**config.mk**
```make
export PLATFORM = sky130hd
export DESIGN_NAME = selector_tablero
export DESIGN_NICKNAME = d
export VERILOG_FILES = /design/src/rtl/selector_pkg.sv /design/src/rtl/detector_flanco.sv /design/src/rtl/selector_tablero.sv
export SDC_FILE = /design/constraint.sdc
export NUM_CORES = 1
export LEC_CHECK = 0
export BUFFER_PORTS_ARGS = -buffer_cell sky130_fd_sc_hd__buf_2
export CAP_MARGIN = 20
export CORE_MARGIN = 2
export CORE_UTILIZATION = 39
export CTS_BUF_LIST = sky130_fd_sc_hd__clkbuf_4
export CTS_CLUSTER_SIZE = 30
export DETAILED_ROUTE_END_ITERATION = 8
export GPL_TIMING_DRIVEN = 0
export PLACE_DENSITY = 0.68
export SLEW_MARGIN = 20
export SYNTH_ARGS = -nofsm -noshare
export SYNTH_HDL_FRONTEND = slang
export SYNTH_HIERARCHICAL = 1
export SYNTH_SLANG_ARGS = --single-unit
export TNS_END_PERCENT = 1
```
**constraint.sdc**
```tcl
create_clock -name clk -period 6.9 [get_ports clk]
set_input_delay 1.38 -clock clk [delete_from_list [all_inputs] [get_ports clk]]
set_output_delay 1.38 -clock clk [all_outputs]
set_load 0.005 [all_outputs]
```
**src/rtl/selector_pkg.sv**
```systemverilog
// Shared definitions for the tic-tac-toe style board selector.
// Holds the 2-bit cell codes and the game-state enumeration used by
// selector_tablero.
package selector_pkg;

  localparam logic [1:0] VACIA = 2'b00;
  localparam logic [1:0] JUG1  = 2'b11;
  localparam logic [1:0] JUG2  = 2'b01;

  typedef enum logic [1:0] {
    JUGANDO   = 2'd0,
    LLENO     = 2'd1,
    TERMINADO = 2'd2
  } estado_t;

endpackage

```
**src/rtl/detector_flanco.sv**
```systemverilog
// Rising-edge detector for one debounced, clk-synchronous button level.
// Ports:
//   clk      - clock, rising edge
//   reset    - synchronous active-high reset
//   clear    - synchronous clear of the history register (new game)
//   boton    - button level
//   flanco_c - combinational pulse, high on the first high sample
module detector_flanco (
  input  logic clk,
  input  logic reset,
  input  logic clear,
  input  logic boton,
  output logic flanco_c
);

  logic previo;

  // One-register history of the button level
  always_ff @(posedge clk) begin
    if (reset || clear) begin
      previo <= 1'b0;
    end else begin
      previo <= boton;
    end
  end

  assign flanco_c = boton & ~previo;

endmodule

```
**src/rtl/selector_tablero.sv**
```systemverilog
// Cursor / board / turn controller for an N x N two-player board game.
// Buttons are edge detected; at most one action per cycle with priority
// nuevo_juego > fin_juego > elige > arriba > abajo > izq > der.
// Optional feature macro: CURSOR_WRAP_EN (cursor wraps within its row or
// column instead of saturating at the board edges).
// Ports:
//   clk, reset                       - clock and synchronous active-high reset
//   boton_arriba/abajo/izq/der/elige - debounced button levels
//   nuevo_juego                      - start a new game
//   fin_juego                        - winner detected level
//   cuadro                           - cursor cell, 1-based, row 0 at bottom
//   tablero                          - board, cell i at bits [2i+1:2i]
//   turno_p1/turno_p2                - player to move (one-hot)
//   p1_mm/p2_mm                      - last player that moved
//   jugada_valida/jugada_invalida    - one-cycle move result pulses
//   jugadas                          - stored move count
//   tablero_lleno                    - all cells occupied
module selector_tablero
  import selector_pkg::*;
#(
  parameter  int unsigned N  = 3,
  localparam int unsigned CW = $clog2(N*N+1)
) (
  input  logic            clk,
  input  logic            reset,
  input  logic            boton_arriba,
  input  logic            boton_abajo,
  input  logic            boton_izq,
  input  logic            boton_der,
  input  logic            boton_elige,
  input  logic            nuevo_juego,
  input  logic            fin_juego,
  output logic [CW-1:0]   cuadro,
  output logic [2*N*N-1:0] tablero,
  output logic            turno_p1,
  output logic            turno_p2,
  output logic            p1_mm,
  output logic            p2_mm,
  output logic            jugada_valida,
  output logic            jugada_invalida,
  output logic [CW-1:0]   jugadas,
  output logic            tablero_lleno
);

  localparam int unsigned NC         = N*N;
  localparam int unsigned RW         = $clog2(N);
  localparam int unsigned CENTRO_I   = N/2;
  localparam int unsigned CUADRO_I   = CENTRO_I*N + CENTRO_I + 1;
  localparam logic [RW-1:0] CENTRO   = RW'(CENTRO_I);
  localparam logic [RW-1:0] ULTIMA   = RW'(N-1);
  localparam logic [CW-1:0] CUADRO_0 = CW'(CUADRO_I);
  localparam logic [CW-1:0] TOTAL    = CW'(NC);

`ifdef CURSOR_WRAP_EN
  localparam bit WRAP = 1'b1;
`else
  localparam bit WRAP = 1'b0;
`endif

  logic arriba_c, abajo_c, izq_c, der_c, elige_c;

  detector_flanco u_fl_arriba (
    .clk(clk), .reset(reset), .clear(nuevo_juego), .boton(boton_arriba), .flanco_c(arriba_c)
  );
  detector_flanco u_fl_abajo (
    .clk(clk), .reset(reset), .clear(nuevo_juego), .boton(boton_abajo), .flanco_c(abajo_c)
  );
  detector_flanco u_fl_izq (
    .clk(clk), .reset(reset), .clear(nuevo_juego), .boton(boton_izq), .flanco_c(izq_c)
  );
  detector_flanco u_fl_der (
    .clk(clk), .reset(reset), .clear(nuevo_juego), .boton(boton_der), .flanco_c(der_c)
  );
  detector_flanco u_fl_elige (
    .clk(clk), .reset(reset), .clear(nuevo_juego), .boton(boton_elige), .flanco_c(elige_c)
  );

  estado_t         estado_q, estado_d;
  logic [RW-1:0]   row_q, row_d, col_q, col_d;
  logic [CW-1:0]   cuadro_d, jugadas_d, idx_c;
  logic [2*NC-1:0] tablero_d, mascara_c;
  logic [NC-1:0]   sel_c, ocup_c;
  logic [1:0]      codigo_c;
  logic            turno_d, p1_mm_d, p2_mm_d, valida_d, invalida_d;
  logic            ocupada_c;

  // 0-based index of the cell under the cursor
  assign idx_c = CW'(row_q) * CW'(N) + CW'(col_q);

  // Per-cell select, write mask and occupancy
  for (genvar g = 0; g < NC; g++) begin : g_celda
    assign sel_c[g]             = (idx_c == CW'(g));
    assign mascara_c[2*g +: 2]  = {2{sel_c[g]}};
    assign ocup_c[g]            = |tablero[2*g +: 2];
  end

  assign ocupada_c = |(sel_c & ocup_c);
  assign codigo_c  = turno_p1 ? JUG1 : JUG2;

  // Next-state: one prioritised action per cycle
  always_comb begin
    estado_d   = estado_q;
    row_d      = row_q;
    col_d      = col_q;
    tablero_d  = tablero;
    turno_d    = turno_p1;
    p1_mm_d    = p1_mm;
    p2_mm_d    = p2_mm;
    valida_d   = 1'b0;
    invalida_d = 1'b0;
    jugadas_d  = jugadas;

    if (nuevo_juego) begin
      estado_d  = JUGANDO;
      row_d     = CENTRO;
      col_d     = CENTRO;
      tablero_d = '0;
      turno_d   = 1'b1;
      p1_mm_d   = 1'b0;
      p2_mm_d   = 1'b0;
      jugadas_d = '0;
    end else if (fin_juego) begin
      // fin_juego consumes the cycle in every state; only play ends
      if (estado_q == JUGANDO) begin
        estado_d = TERMINADO;
      end
    end else if (elige_c) begin
      if (estado_q == JUGANDO) begin
        if (ocupada_c) begin
          invalida_d = 1'b1;
        end else begin
          tablero_d = (tablero & ~mascara_c) | ({NC{codigo_c}} & mascara_c);
          jugadas_d = jugadas + CW'(1);
          valida_d  = 1'b1;
          p1_mm_d   = turno_p1;
          p2_mm_d   = ~turno_p1;
          turno_d   = ~turno_p1;
          if (jugadas_d == TOTAL) begin
            estado_d = LLENO;
          end
        end
      end
    end else if (arriba_c) begin
      if (row_q != ULTIMA) begin
        row_d = row_q + RW'(1);
      end else if (WRAP) begin
        row_d = '0;
      end
    end else if (abajo_c) begin
      if (row_q != '0) begin
        row_d = row_q - RW'(1);
      end else if (WRAP) begin
        row_d = ULTIMA;
      end
    end else if (izq_c) begin
      if (col_q != '0) begin
        col_d = col_q - RW'(1);
      end else if (WRAP) begin
        col_d = ULTIMA;
      end
    end else if (der_c) begin
      if (col_q != ULTIMA) begin
        col_d = col_q + RW'(1);
      end else if (WRAP) begin
        col_d = '0;
      end
    end

    cuadro_d = CW'(row_d) * CW'(N) + CW'(col_d) + CW'(1);
  end

  // State and registered outputs
  always_ff @(posedge clk) begin
    if (reset) begin
      estado_q        <= JUGANDO;
      row_q           <= CENTRO;
      col_q           <= CENTRO;
      cuadro          <= CUADRO_0;
      tablero         <= '0;
      turno_p1        <= 1'b1;
      turno_p2        <= 1'b0;
      p1_mm           <= 1'b0;
      p2_mm           <= 1'b0;
      jugada_valida   <= 1'b0;
      jugada_invalida <= 1'b0;
      jugadas         <= '0;
      tablero_lleno   <= 1'b0;
    end else begin
      estado_q        <= estado_d;
      row_q           <= row_d;
      col_q           <= col_d;
      cuadro          <= cuadro_d;
      tablero         <= tablero_d;
      turno_p1        <= turno_d;
      turno_p2        <= ~turno_d;
      p1_mm           <= p1_mm_d;
      p2_mm           <= p2_mm_d;
      jugada_valida   <= valida_d;
      jugada_invalida <= invalida_d;
      jugadas         <= jugadas_d;
      tablero_lleno   <= (jugadas_d == TOTAL);
    end
  end

endmodule

```
# == After elaboration in Yosys (flattened, before gate mapping) ==
# Index checks and enable logic that the tools add are counted.
# op_classes
eq_ne,13
n_reduce_logical,21
n_mux,35
bitwise,21
div_mod_pow,0
n_addsub,8
n_mul,2
shifts,0
order_cmp,0
# ops
cell,count
two-way mux 2 bit,23
AND 18 bit,2
two-way mux 4 bit,5
OR reduction 2 bit,10
inverter 18 bit,1
bitwise OR 18 bit,1
== test 4 x 3 -> 1 bit (second input constant),4
== test 4 bit (second input constant),3
inverter 1 bit,11
AND 9 bit,1
OR reduction 9 bit,1
adder 4 x 1 -> 4 bit (second input constant),2
adder 4 x 2 -> 4 bit,2
== test 4 x 2 -> 1 bit (second input constant),2
multiplier 2 x 2 -> 4 bit (second input constant),2
AND reduction 4 bit,2
nonzero test 2 bit,4
two-way mux 1 bit,7
!= test 2 bit (second input constant),3
AND 1 bit,5
OR reduction 5 bit,1
adder 2 x 1 -> 2 bit (second input constant),2
== test 4 x 1 -> 1 bit (second input constant),1
zero test 4 bit,1
3 further kinds,4
# word_totals
rom_bits,0
latch_bits,0
memories,0
in_bits,9
mem_bits_rw,0
out_inout_bits,33
ff_bits,44

# == Logic depth before layout (Yosys ltp) ==
# Gate-level depths: netlist of run 1.
# depth
depth_word,11
ltp_mapped,12

# == Modules after synthesis ==
# Netlist of run 1, hierarchy kept.
# modules_own_cells
module,area_each_um2,seq_area_each_um2,n_inst,cells_per_inst
selector_tablero,1996.9,780.7,1,217
detector_flanco,38.8,20.0,5,3

# == Worst setup path after synthesis of run 1 ==
# Ideal clock, no wire load.
# synth_path
path_type,input to register
start,in boton_arriba
end,reg cuadro[2]
required_ns,6.783
setup_slack_ns,3.088
path_buffers,0
t_arrival_ns,3.695
stages,11
cell_sequence,nor2b_1 nor4_1 nand3_1 o21ai_0 a21oi_1 or2_2 fa_1 inv_1 fa_1 xnor2_1 nand2b_1
# synth_between
elab_chain_cells,8
elab_cells_between_ends,12
cone_classes,2 x add/sub; 1 x mul; 8 x mux; 1 x bitwise
# synth_rtl
element,line,source
start: declaration,selector_tablero.sv:26,"input logic boton_arriba,"
AND 1 bit *,detector_flanco.sv:27,assign flanco_c = boton & ~previo;
two-way mux 2 bit,selector_tablero.sv:143,end else if (arriba_c) begin
two-way mux 2 bit,selector_tablero.sv:127,end else if (elige_c) begin
two-way mux 2 bit,selector_tablero.sv:122,end else if (fin_juego) begin
two-way mux 2 bit,selector_tablero.sv:113,if (nuevo_juego) begin
multiplier 2 x 2 -> 4 bit,selector_tablero.sv:169,cuadro_d = CW'(row_d) * CW'(N) + CW'(col_d) + CW'(1);
adder 4 x 2 -> 4 bit *,selector_tablero.sv:169,
adder 4 x 1 -> 4 bit *,selector_tablero.sv:169,
end signal: assignment,selector_tablero.sv:192,cuadro <= cuadro_d;
end: declaration,selector_tablero.sv:33,"output logic [CW-1:0] cuadro,"
# Every way passes the cells marked *; elsewhere a longest branch is shown, timed or not.
# A chain may end at the register's enable or synchronous reset.

# == Final worst setup path of run 1 ==
# layout_path
start,in boton_arriba
end,reg cuadro[3]
# layout_between
elab_chain_cells,8
elab_cells_between_ends,12
cone_classes,2 x add/sub; 1 x mul; 8 x mux; 1 x bitwise
# layout_rtl
element,line,source
AND 1 bit *,detector_flanco.sv:27,
named net arriba_c,selector_tablero.sv:60,"logic arriba_c, abajo_c, izq_c, der_c, elige_c;"
two-way mux 2 bit,selector_tablero.sv:143,
two-way mux 2 bit,selector_tablero.sv:127,
two-way mux 2 bit,selector_tablero.sv:122,
two-way mux 2 bit,selector_tablero.sv:113,
multiplier 2 x 2 -> 4 bit,selector_tablero.sv:169,
adder 4 x 2 -> 4 bit *,selector_tablero.sv:169,
adder 4 x 1 -> 4 bit *,selector_tablero.sv:169,
# The timed path passes the listed nets; every way through them passes the cells marked *.

==> results of run 1 <==
## cell usage in the layout, fill, tap and decap left out, types with 2 or more instances in the layout
cell and n:
a211oi_1 2, a21oi_1 8, a31oi_1 2, a32o_1 8, and2_1 3, buf_2 42, buf_6 2, clkbuf_1 3
clkbuf_4 6, dfxtp_1 44, fa_1 4, ha_1 13, inv_1 15, nand2_1 27, nand2b_1 3, nand3_1 6
nor2_1 17, nor2b_1 9, nor3_1 3, nor3b_2 5, nor4_1 2, nor4b_1 2, o21a_1 2, o21ai_0 16
o31ai_1 3, or2_2 3, or4_1 3, xnor2_1 2
## synthesized netlist by cell type, drive strengths merged
library cell	count	area [µm²]
mux4	1	22.5
xor2	1	8.76
mux2i	1	10.0
nor2b	10	65.1
nand2	27	101
dfxtp	44	881
o21ai	18	93.8
nand2b	3	18.8
nor2	18	75.1
nand4	1	6.26
a21oi	8	40.0
nor3b	6	70.1
inv	15	56.3
o22ai	1	6.26
or3	1	6.26
or4	3	22.5
a32o	8	80.1
and2b	1	10.0
or2	4	25.0
a31o	1	8.76
a31oi	2	12.5
and2	3	18.8
a221o	1	10.0
o32ai	1	8.76
xnor2	2	17.5
and3	1	11.3
nor4b	3	41.3
fa	4	80.1
clkbuf	3	11.3
a21o	1	7.51
nor4	2	12.5
nor3	3	15.0
o31ai	4	43.8
o21a	2	15.0
a221oi	1	8.76
buf	3	27.5
nand3	6	30.0
o31a	1	17.5
a211o	1	8.76
a22oi	1	7.51
a211oi	2	15.0
ha	13	163
## tightest hold or removal path: stages (launching register included)
cell     delay, ns
dfxtp_1       0.33
nand2_1       0.05
mux2i_1       0.06
## cell type report
class / instances / area share, %
inverter: 15 / 2.22
clock inverter: 1 / 0.197
multi-input combinational: 167 / 47.9
buffer: 6 / 1.53
sequential: 44 / 34.7
clock buffer: 6 / 1.78
timing repair buffer: 41 / 8.09
tap: 72 / 3.55
## report_power, final
group	leakage, nW	switching [mW]	internal (mW)
sequential	0.357	0.00362	0.261
clock	0.0315	0.0804	0.0416
combinational	0.667	0.0496	0.0333
## metal layers
| layer | vias up | wire (µm) | track usage, % |
|---|---|---|---|
| li1 | 914 | - | - |
| met1 | 838 | 2180 | 19.2 |
| met2 | 45 | 2100 | 26.3 |
| met3 | 7 | 210 | 3.75 |
| met4 | 0 | 72 | 6.72 |
| met5 | - | 0 | 0 |
## cells by family (layout without fill, tap and decap cells)
logic type,Yosys count,after routing,share of synthesized area [%]
XOR/XNOR,3,3,1.20
AND/OR/NAND/NOR,92,92,24.2
flip-flops,44,44,40.2
buffers and inverters,21,69,4.34
adder cells (fa/ha/maj),17,17,11.1
multiplexers,2,2,1.48
AO/OA/AOI/OAI,53,53,17.5
## how the worst max path moves through the flow
stage | start | slack [ns] | end
after global placement | boton_arriba | 2.68 | cuadro[3]$_SDFF_PP0_
after detailed placement | boton_arriba | 2.66 | cuadro[3]$_SDFF_PP0_
after CTS | boton_arriba | 3.05 | cuadro[3]$_SDFF_PP0_
after global routing | boton_arriba | 2.74 | cuadro[3]$_SDFF_PP0_
final | boton_arriba | 3.06 | cuadro[3]$_SDFF_PP0_
after floorplan | boton_arriba | 3.09 | cuadro[2]$_SDFF_PP1_
## stage by stage
step                      util [%]  cell area (µm²)  power, mW  cells
after floorplan                  -             2190      0.330    232
after global placement        45.4             2490      0.352    345
after detailed placement      45.4             2490      0.353    345
after CTS                     46.3             2540      0.475    352
after global routing          46.3             2540      0.496    352
final                         46.3             2540      0.469    352
==> flow_metrics.py, run 1 <==
metrics = {
    "logic_synthesis": {
        "synthesis.nets": 258,
        "yosysUniqueCellTypes": 51,
        "seq_area_frac_synth_pct": 40.2,
        "synthesis.instances": 232,
        "synth_seq_cells": 44,
        "ys_warn_count": 6,
        "netlist_area_mm2": 0.00219,
        "synthesis.area_per_instance_um2": 9.44,
    },
    "clock_tree": {
        "cts_setup_buffers": 0,
        "htree_num_levels": 2,
        "ctsRootBufferMaster": "clkbuf_4",
        "clock_sinks": 44,
        "ctsHoldBuffers": 0,
        "clock_tree.buffer_depth": 2,
        "tritoncts": "done",
        "clkSlewWorstSetupHoldPaths_ns": 0.11,
        "cts_repair_resize_count": 0,
        "clock_insertion_delay_worst_skew_ns": 0.36,
        "numCtsBuffers": 5,
    },
    "worst_setup_path": {
        "worst_ep_arrival_time_ns": 4.08,
        "cp_max_fo": 6,
        "timing.setup.critical_path_class": "in -> reg",
        "worst_ep_required_time_ns": 7.15,
        "reg2regPathDepth": 9,
        "worst_reg_to_reg_setup_slack_ns": 3.59,
        "timing.critical_path.buf_inv": 2,
        "cp-start-kind": "primary input",
        "worstPathCellList": "buf_2 -> nor2b_1 -> nor4_1 -> nand3_1 -> o21ai_0 -> a21oi_1 -> or2_2 -> fa_1 -> inv_1 -> ha_1 -> a21o_1 -> a21oi_1 -> nor2_1",
        "r2r_start": "row_q[1]$_SDFF_PP0_",
        "timing.critical_path.to_type": "register",
        "timing.critical_path.max_delay_family": "simple AND/OR/NAND/NOR gates",
        "cpMaxStageDelayCell": "nor4_1",
        "worst-path-stages": 13,
        "cell_occurring_most_often_along_the_worst_timing_path": "a21oi_1",
        "slowest_delay_ns": 0.64,
    },
    "final_layout": {
        "seqCellArea_um2": 881,
        "nets": 306,
        "multiInputGateArea_mm2": 0.00121,
        "area_delta_synth_final_pct": 15.8,
        "drive_above_1_share_pct": 24.3,
        "fillerInstances": 559,
        "antenna_cells_inserted": 0,
    },
    "min_path": {
        "min_delay_path_class": "reg -> reg",
        "destination_of_the_worst_hold_path": "p2_mm$_SDFFE_PP0P_",
        "holdPathStages": 2,
        "hold_path.startpoint": "p2_mm$_SDFFE_PP0P_",
    },
    "timing": {
        "post_route_minimum_period_ns": 3.84,
        "maxSlewHeadroom_pct": 49.6,
        "final_min_period_over_clock_period_pct": 55.6,
        "max_slew.worst_pin.slew_ns": 0.750,
        "fmax_achieved_mhz": 261,
        "finalHoldViolCount": 0,
        "finalSetupViolCount": 0,
        "drv_slew": 0,
        "totalNegativeSetupSlack_ns": 0,
        "setup_repair_after_global_routing_missed_its_margin": "false",
        "setup_ws_ns": 3.06,
        "worst_clock_skew_ns": 0.0117,
        "hold-worst-slack_ns": 0.474,
    },
    "pwr": {
        "power_density_mw_per_mm2": 185,
        "leakage_nw": 1.06,
        "irDropWorstVdd_v": 0.000101,
    },
    "place": {
        "portBuffers": 41,
        "place_hpwl_um": 3420,
        "place_ws_ns": 2.66,
        "routabilityCongestion": 0.811,
    },
    "global_route": {
        "maximum_number_of_pins_on_one_net_before_global_route_repair": 15,
        "vias_in_the_first_global_route": 1737,
        "grt_usage_pct": 15.7,
        "number_of_antenna_violations_at_the_first_check_in_global_routing": 0,
        "grt_first_pass_wirelength_um": 7760,
        "grt_remaining_overflow": 0,
    },
    "routing": {
        "first_pass_iters": 4,
        "totalWireLength_um": 4560,
        "drc": 0,
        "routed_via_density": 5.13,
        "ant_nets": 0,
        "route.vias.total": 1804,
        "initialDrtViolationCount": 106,
        "post_drt_wl_per_cell_um": 13.0,
    },
    "floorplanning": {
        "core_area_mm2": 0.00547,
        "initial_core_util_pct": 40.0,
        "die-height_um": 79.0,
        "boundaryPins": 42,
        "die_w_um": 79.0,
        "die-area_mm2": 0.00623,
        "std_cell_rows": 27,
    },
    "run_status": {
        "status": "complete, no violations",
    },
    "flow_run": {
        "max_cap_viol_count": 0,
    },
}
(Power assumes the default switching activity.)
==> inputs of run 2 (changes only) <==
- ABC_AREA: unset -> 1
- PLACE_DENSITY: 0.68 -> 0.67
- clock period: 6.9 -> 3.9 ns (I/O delays scaled with it)
==> run 2 against run 1 <==
Die area increased by 2.3%. Register-to-register slack lost 2.8 ns. Via count grew 8.4%. Count of clock-buffer cells in the layout fell by 1. Combinational power is 60% higher. Total power up 72%. Synthesized area rose by 2.4%. Sequential share of layout area shrank 0.72 points. Sequential power rose by 77%. Non-clock buffer count is 1 lower. Highest routed layer unchanged.
==> flow_metrics.py, run 2 <==
metrics = {
    "run_status": {
        "status": "complete, no violations",
    },
    "final_layout": {
        "area_delta_synth_final_pct": 15.4,
        "fillerInstances": 577,
        "final_common_cell": "inv_1",
        "post_layout_nonfiller_instances": 423,
        "antenna_cells_inserted": 0,
        "final_cell_mix": "inv_1, dfxtp_1, nand2_1",
        "final_util_pct": 46.7,
        "drive_above_1_share_pct": 20.2,
        "nets": 376,
    },
    "clock_tree": {
        "cts_setup_buffers": 0,
        "tritoncts": "done",
        "clock_insertion_delay_worst_skew_ns": 0.34,
        "cts_repair_resize_count": 0,
        "clock_tree.buffer_depth": 2,
        "clock_sinks": 44,
        "numCtsBuffers": 5,
        "ctsHoldBuffers": 0,
        "htree_num_levels": 2,
        "clkSlewWorstSetupHoldPaths_ns": 0.12,
        "ctsRootBufferMaster": "clkbuf_4",
    },
    "logic_synthesis": {
        "synth-edff-count": 0,
        "synthArstFlopShare_pct": 0,
        "synth.top_cells.by_area": "dfxtp_1, inv_1, ha_1, nand2_1, nor2_1",
        "synth_common_cells": "inv_1, dfxtp_1, nand2_1",
        "synthesis.instances": 302,
        "ys_warn_count": 6,
        "yosysUniqueCellTypes": 26,
        "netlist_area_mm2": 0.00224,
        "ys.flop_type": "dfxtp_1",
        "synthesis.nets": 328,
        "synth.top_cell.area_share_pct": 39.3,
        "yosys.cell_count.top_type": "inv_1",
        "synthesis.area_per_instance_um2": 7.43,
        "synth_seq_cells": 44,
        "seq_area_frac_synth_pct": 39.3,
        "synth_area_leader_cell": "dfxtp_1",
    },
    "worst_setup_path": {
        "timing.critical_path.buf_inv": 4,
        "cpMaxStageDelayCell": "dfxtp_1",
        "worstPathCellList": "fa_1 -> ha_1 -> fa_1 -> inv_2 -> nor2_1 -> buf_6 -> nand3_1 -> nand3_2 -> nor2_4 -> nand3_4 -> inv_4 -> buf_6 -> nand3_1 -> a21oi_1",
        "worst_ep_required_time_ns": 4.18,
        "cp-start-kind": "register",
        "slowest_delay_ns": 0.50,
        "worst_ep_arrival_time_ns": 3.39,
        "timing.setup.critical_path_class": "reg -> reg",
        "timing.critical_path.to_type": "register",
        "cp_max_fo": 10,
        "timing.critical_path.max_delay_family": "adder cells",
    },
    "min_path": {
        "min_delay_path_class": "reg -> reg",
    },
    "global_route": {
        "number_of_antenna_violations_at_the_first_check_in_global_routing": 0,
        "grt_first_pass_wirelength_um": 7260,
        "maximum_number_of_pins_on_one_net_before_global_route_repair": 14,
        "vias_in_the_first_global_route": 1695,
        "grt_usage_pct": 14.2,
        "grt_remaining_overflow": 0,
    },
    "pwr": {
        "power_density_mw_per_mm2": 311,
        "leakage_nw": 1.31,
        "irDropWorstVdd_v": 0.000154,
        "report.power.total_mw": 0.806,
    },
    "floorplanning": {
        "boundaryPins": 42,
        "std_cell_rows": 27,
        "die_w_um": 79.8,
        "initial_core_util_pct": 40.5,
        "die-height_um": 79.8,
        "die-area_mm2": 0.00638,
        "core_area_mm2": 0.00554,
    },
    "timing": {
        "finalHoldViolCount": 0,
        "post_route_minimum_period_ns": 3.11,
        "final_min_period_over_clock_period_pct": 79.7,
        "fmax_achieved_mhz": 322,
        "drv_slew": 0,
        "setup_repair_after_global_routing_missed_its_margin": "false",
        "max_slew.worst_pin.slew_ns": 0.481,
        "maxSlewHeadroom_pct": 67.9,
        "worst_clock_skew_ns": 0.00315,
        "setup_ws_ns": 0.791,
        "totalNegativeSetupSlack_ns": 0,
        "finalSetupViolCount": 0,
    },
    "routing": {
        "initialDrtViolationCount": 107,
        "routed_via_density": 4.62,
        "totalWireLength_um": 4290,
        "first_pass_iters": 5,
        "post_drt_wl_per_cell_um": 10.1,
        "ant_nets": 0,
        "drc": 0,
        "route.vias.total": 1956,
    },
    "flow_run": {
        "max_cap_viol_count": 0,
    },
    "place": {
        "place_hpwl_um": 3380,
        "portBuffers": 41,
        "placed_cells_incl_taps": 415,
        "place_ws_ns": 0.702,
        "routabilityCongestion": 0.859,
    },
}
-- run 2: cell types whose count changed in the layout (fill, tap and decap cells not counted), sizes merged, moves of 13 or more --
cell / previous run / this run
a21oi: 8 / 26
inv: 15 / 66
nand2: 27 / 43
nand3: 6 / 27
nor2: 18 / 47
o21ai: 18 / 5
-- run 2: logic make-up after synthesis --
group                    count (synthesis)  synth area share [%]
flip-flops                              44                  39.3
adder cells (fa/ha/maj)                 17                  10.8
XOR/XNOR                                 1                 0.390
AND/OR/NAND/NOR                        133                  28.1
AO/OA/AOI/OAI                           36                  8.81
buffers and inverters                   71                  12.7
-- run 2: through the flow --
step                hold slack [ns]  instance area [µm²]
floorplan                     0.441                 2240
global placement              0.437                 2540
detailed placement            0.438                 2540
CTS                           0.457                 2590
global route                  0.497                 2590
finish                        0.453                 2590
-- run 2: routing by layer --
metal | up-vias | track usage (%) | wire length, µm
met5 | - | 0 | 0
met4 | 0 | 3.56 | 13
met3 | 3 | 4.52 | 225
met2 | 53 | 24.4 | 2040
met1 | 860 | 17.3 | 2010
li1 | 1040 | - | -
-- run 2: path summary, 6_finish.rpt --
check | startpoint | endpoint | slack, ns | cells after the start
setup / recovery | row_q[1]$_SDFF_PP0_ | tablero[2]$_SDFFE_PP0P_ | 0.79 | 14
setup reg to reg | row_q[1]$_SDFF_PP0_ | tablero[2]$_SDFFE_PP0P_ | 0.79 | 14
hold reg to reg | p1_mm$_SDFFE_PP0P_ | p1_mm$_SDFFE_PP0P_ | 0.45 | 2
hold / removal | p1_mm$_SDFFE_PP0P_ | p1_mm$_SDFFE_PP0P_ | 0.45 | 2
-- run 2: where the power goes --
group | internal, mW | total [mW] | switching (mW)
combinational | 0.0479 | 0.133 | 0.0850
sequential | 0.461 | 0.467 | 0.00576
clock | 0.0664 | 0.206 | 0.140
total | 0.575 | 0.806 | 0.230
-- run 2: final cells by class --
class / count / area (µm²) / share of cell area [%]
multi-input cells: 187 / 1080 / 41.6
flip-flops and latches: 44 / 881 / 34.0
inverters: 66 / 250 / 9.66
repair buffers: 41 / 205 / 7.92
well taps: 72 / 90.1 / 3.48
clock buffers: 5 / 37.5 / 1.45
plain buffers: 5 / 33.8 / 1.30
clock inverters: 3 / 13.8 / 0.531
-- run 2: tightest hold or removal path, stage by stage, from the launching register on --
cell and delay (ns):
dfxtp_1 0.33, inv_1 0.04, a21oi_1 0.05
